<file path="config.mk">
export PLATFORM = sky130hd
export DESIGN_NAME = cpu_controller
export DESIGN_NICKNAME = d
export VERILOG_FILES = /design/src/rtl/cpu_pkg.sv /design/src/rtl/cpu_phase_counter.sv /design/src/rtl/cpu_controller.sv
export SDC_FILE = /design/constraint.sdc
export NUM_CORES = 1
export LEC_CHECK = 0
export CORE_AREA = 2 2 39 41
export CTS_CLUSTER_SIZE = 30
export DETAILED_ROUTE_END_ITERATION = 8
export DIE_AREA = 0 0 41 43
export GPL_ROUTABILITY_DRIVEN = 1
export GPL_TIMING_DRIVEN = 0
export PLACE_DENSITY_LB_ADDON = 0.2
export SLEW_MARGIN = 20
export SYNTH_ARGS = -nofsm -noshare
export SYNTH_HDL_FRONTEND = slang
export SYNTH_SLANG_ARGS = --single-unit
</file>
<file path="constraint.sdc">
create_clock -name clk -period 3.49 [get_ports clk]
set_clock_uncertainty 0.15 [all_clocks]
set_input_delay 0.698 -clock clk [delete_from_list [all_inputs] [get_ports clk]]
set_output_delay 0.698 -clock clk [all_outputs]
set_load 0.005 [all_outputs]
</file>
<file path="src/rtl/cpu_pkg.sv">
// rtl/cpu_pkg.sv - shared opcode and phase definitions for the Simple RISC CPU controller
package cpu_pkg;

    localparam int OPCODE_WIDTH = 3;
    localparam int PHASE_WIDTH  = 3;

    typedef enum logic [OPCODE_WIDTH-1:0] {
        HLT = 3'd0,
        SKZ = 3'd1,
        ADD = 3'd2,
        AND = 3'd3,
        XOR = 3'd4,
        LDA = 3'd5,
        STO = 3'd6,
        JMP = 3'd7
    } opcode_t;

    typedef enum logic [PHASE_WIDTH-1:0] {
        INST_ADDR  = 3'd0,
        INST_FETCH = 3'd1,
        INST_LOAD  = 3'd2,
        IDLE       = 3'd3,
        OP_ADDR    = 3'd4,
        OP_FETCH   = 3'd5,
        ALU_OP     = 3'd6,
        STORE      = 3'd7
    } phase_t;

    // Opcodes that read an operand and load the accumulator
    function automatic logic is_aluop(input logic [OPCODE_WIDTH-1:0] op);
        return (op == ADD) || (op == AND) || (op == XOR) || (op == LDA);
    endfunction

endpackage

</file>
<file path="src/rtl/cpu_phase_counter.sv">
// rtl/cpu_phase_counter.sv - wrapping phase counter with synchronous reset and hold
module cpu_phase_counter #(
    parameter int WIDTH = 3
) (
    input  logic             clk,
    input  logic             rst,
    input  logic             hold,
    output logic [WIDTH-1:0] count
);

    always_ff @(posedge clk) begin
        if (rst) begin
            count <= '0;
        end else if (!hold) begin
            count <= count + 1'b1;
        end
    end

endmodule

</file>
<file path="src/rtl/cpu_controller.sv">
// rtl/cpu_controller.sv - 8-phase instruction sequencer; CPU_CTRL_STEP_EN adds single-step input
module cpu_controller #(
    parameter int OPCODE_WIDTH = cpu_pkg::OPCODE_WIDTH,
    parameter int PHASE_WIDTH  = cpu_pkg::PHASE_WIDTH
) (
    input  logic                    clk,
    input  logic                    rst,
    input  logic [OPCODE_WIDTH-1:0] opcode,
    input  logic                    zero,
    output logic                    sel,
    output logic                    rd,
    output logic                    wr,
    output logic                    ld_ir,
    output logic                    ld_ac,
    output logic                    ld_pc,
    output logic                    inc_pc,
    output logic                    data_e,
    output logic                    halt,
    output logic [PHASE_WIDTH-1:0]  phase
`ifdef CPU_CTRL_STEP_EN
    ,
    input  logic                    step
`endif
);

    import cpu_pkg::*;

    logic                   halted;
    logic                   halt_now;
    logic                   step_wait;
    logic                   hold;
    logic                   aluop;
    logic [PHASE_WIDTH-1:0] count;
    phase_t                 cur;

    assign cur      = phase_t'(count);
    assign aluop    = is_aluop(opcode);
    assign halt_now = (cur == OP_ADDR) && (opcode == HLT);

`ifdef CPU_CTRL_STEP_EN
    assign step_wait = (cur == INST_ADDR) && !step;
`else
    assign step_wait = 1'b0;
`endif

    // Freezing at OP_ADDR on the halting edge keeps the phase parked at 4
    assign hold = halted || halt_now || step_wait;

    cpu_phase_counter #(
        .WIDTH (PHASE_WIDTH)
    ) u_phase_counter (
        .clk   (clk),
        .rst   (rst),
        .hold  (hold),
        .count (count)
    );

    always_ff @(posedge clk) begin
        if (rst) begin
            halted <= 1'b0;
        end else if (halt_now) begin
            halted <= 1'b1;
        end
    end

    always_comb begin
        sel    = 1'b0;
        rd     = 1'b0;
        wr     = 1'b0;
        ld_ir  = 1'b0;
        ld_ac  = 1'b0;
        ld_pc  = 1'b0;
        inc_pc = 1'b0;
        data_e = 1'b0;
        halt   = 1'b0;
        if (halted) begin
            halt = 1'b1;
        end else begin
            unique case (cur)
                INST_ADDR: begin
                    sel = 1'b1;
                end
                INST_FETCH: begin
                    sel = 1'b1;
                    rd  = 1'b1;
                end
                INST_LOAD, IDLE: begin
                    sel   = 1'b1;
                    rd    = 1'b1;
                    ld_ir = 1'b1;
                end
                OP_ADDR: begin
                    inc_pc = 1'b1;
                    halt   = (opcode == HLT);
                end
                OP_FETCH: begin
                    rd = aluop;
                end
                ALU_OP: begin
                    rd     = aluop;
                    inc_pc = (opcode == SKZ) && zero;
                    ld_pc  = (opcode == JMP);
                    data_e = (opcode == STO);
                end
                STORE: begin
                    rd     = aluop;
                    ld_ac  = aluop;
                    ld_pc  = (opcode == JMP);
                    wr     = (opcode == STO);
                    data_e = (opcode == STO);
                end
                default: begin
                    sel = 1'b1;
                end
            endcase
        end
    end

    assign phase = count;

endmodule
</file>
==> metrics.txt <==
Tmin final 3130 ps; DIE WIDTH 41 um; nets@finish 87; Synth Cell Area 423 um2; grt total ovfl 0; outcome completed; worst path arrival time 2280 ps; Layout area overhead 47.9%; Initial Utilization 30.6%; RSZ-0062 raised after global routing no; Worst-Margin Slew 366 ps; Netlist cell types 28; CP max FO 6; CP Class in -> out; per-cell routed wire length 11.4 um; Yosys top cell area share 18.9%; Final Util 45.2%; Setup-failing EPs final 0; Worst Path Buf+Inv 2; I/O pin total 18; Fmax 320 MHz; pwr dens 572 mW/mm2; crit start category input pin; worst vdd ir 0.242 mV; delay-heaviest family, CP buffers and inverters; vias per inst 5.13; Post-CTS Setup Repair Bufs 0; PortBufs 16; cts repair resizes 0; LEAKAGE 0.255 nW; DR iter-0 viols 8; clk sinks 4; post-route ant nets 0; final instance area 626 um2; top post-synthesis cells by area dfxtp_1, ha_1, nor4b_1; CTS root buf clkbuf_4; final hold vios 0; leading area contributor after synthesis dfxtp_1; hold bufs inserted after CTS 0; largest net degree at the start of global routing 11; clock tree buffer depth 2; P_int 0.231 mW; Synth Warn # 0; Final Power 0.358 mW; clock power share 15.6%; Flop pwr share 23.8%; largest stage delay on the critical path 520 ps; drt total wl 1010 um; CP most frequent cell clkdlybuf4s50_1; Die Area 0.00176 mm2; critical path's slowest cell clkdlybuf4s50_1; Clk Latency, worst-skew pair 230 ps; final std cells w/o fill 89; drt drc 0; Max-cap violations 0; TritonCTS clock tree done; Cells after DPL 86; Slew Limit Fails 0; switching power 0.127 mW; sequential area share after synthesis 18.9%; worst min path class reg -> reg; setup tns final 0 ps; syn avg cell area 7.83 um2; relative slew slack 75.6%; Die H 43 um; H-tree levels 1; first-pass GRT wire length 1500 um; required time of the critical path 2640 ps; Mapped Cells 54; flops & latches, synth 4; TritonRoute pass-1 iters 3; Logic pwr share 60.7%; Inserted Clock Buffers 3; vias in the first global route 352; Antenna diodes 0; hpwl dp 785 um; detailed-route via count 457; Placed Area 603 um2; Final Cycle Share 89.6%; clk slew on worst S/H paths 30 ps; Worst setup EP type output pin; area of the core 0.00138 mm2; Sw Ratio 35.5%; CP cell instances clkdlybuf4s50_1, nor2_2, a41oi_1, nor3_1, clkdlybuf4s50_1; initial antenna violation count 0; gpl congestion 0.820; syn nets 66; Total GRT Usage 12.4%; layout cell share with drive strength beyond 1 8.22%; Cell Rows 14
==> area by class of cell <==
type,instances,area [um2]
buffer,2,8.76
clock buffer,3,22.5
fill,155,758
inverter,5,18.8
multi-input combinational,43,315
sequential,4,80.1
tap,16,20.0
timing repair buffer,16,160
==> power by group through the flow <==
stage / clock [mW] / sequential [mW] / combinational [mW]
floorplan: 0 / 0.0796 / 0.118
global placement: 0 / 0.0855 / 0.221
detailed placement: 0 / 0.0856 / 0.220
CTS: 0.0592 / 0.0852 / 0.221
global route: 0.0612 / 0.0875 / 0.244
finish: 0.0557 / 0.0850 / 0.217
==> metrics by stage <==
step           worst slack, ps  hold slack (ps)
2_1_floorplan             1350              360
3_3_place_gp               345              416
3_5_place_dp               358              420
4_1_cts                    355              432
5_1_grt                    238              449
6_report                   362              429
==> cell usage after synthesis (all sizes together) <==
| master | instances |
|---|---|
| o21ai | 1 |
| ha | 6 |
| a31oi | 1 |
| nand2b | 1 |
| a41oi | 1 |
| o311ai | 1 |
| nor2b | 1 |
| o211ai | 1 |
| nor3b | 1 |
| a221oi | 1 |
| nor4b | 3 |
| dfxtp | 4 |
| nand3b | 2 |
| nor3 | 4 |
| nor2 | 6 |
| or2 | 1 |
| nand2 | 2 |
| buf | 1 |
| inv | 5 |
| or3 | 1 |
| mux2i | 2 |
| nor4 | 1 |
| a21oi | 3 |
| xnor2 | 1 |
| o221ai | 1 |
| or4b | 1 |
| clkbuf | 1 |
==> state kept, by name (all words and copies together) (netlist names) <==
name and flops:
u_phase_counter.count 3, halted 1
==> worst register-to-register path, cell delays in order, from the launching register on <==
cell,delay [ps]
dfxtp_1,490
inv_1,110
ha_1,300
or4b_1,430
o211ai_1,100
==> layout by cell type (no fill, tap or decap), drive strengths merged <==
cell and n:
a21oi 3, a221oi 1, a31oi 1, a41oi 1
buf 1, clkbuf 4, clkdlybuf4s50 16, dfxtp 4
ha 6, inv 5, mux2i 2, nand2 2
nand2b 1, nand3b 2, nor2 6, nor2b 1
nor3 4, nor3b 1, nor4 1, nor4b 3
o211ai 1, o21ai 1, o221ai 1, o311ai 1
or2 1, or3 1, or4b 1, xnor2 1
==> layer usage <==
metal / global-route usage, % / up-vias / wire length, um
li1: - / 240 / -
met1: 17.2 / 204 / 461
met2: 18.1 / 13 / 496
met3: 3.14 / 0 / 56
met4: 4.00 / 0 / 0
met5: 0 / - / 0
==> cells by family after synthesis <==
group / after synthesis / share of synthesized area (%)
AO/OA/AOI/OAI: 10 / 16.3
XOR/XNOR: 1 / 2.07
adder cells (fa/ha/maj): 6 / 17.8
buffers and inverters: 7 / 6.51
flip-flops: 4 / 18.9
multiplexers: 2 / 4.73
AND/OR/NAND/NOR: 24 / 33.7
==> path summary, 6_finish.rpt <==
check	from	to	slack, ps	cells past startpoint
max	opcode[2]	inc_pc	360	5
min	u_phase_counter.count[1]	u_phase_counter.count[1]	430	2
max reg2reg	u_phase_counter.count[0]	u_phase_counter.count[1]	1830	4
min reg2reg	u_phase_counter.count[1]	u_phase_counter.count[1]	430	2
(Power assumes the default switching activity.)
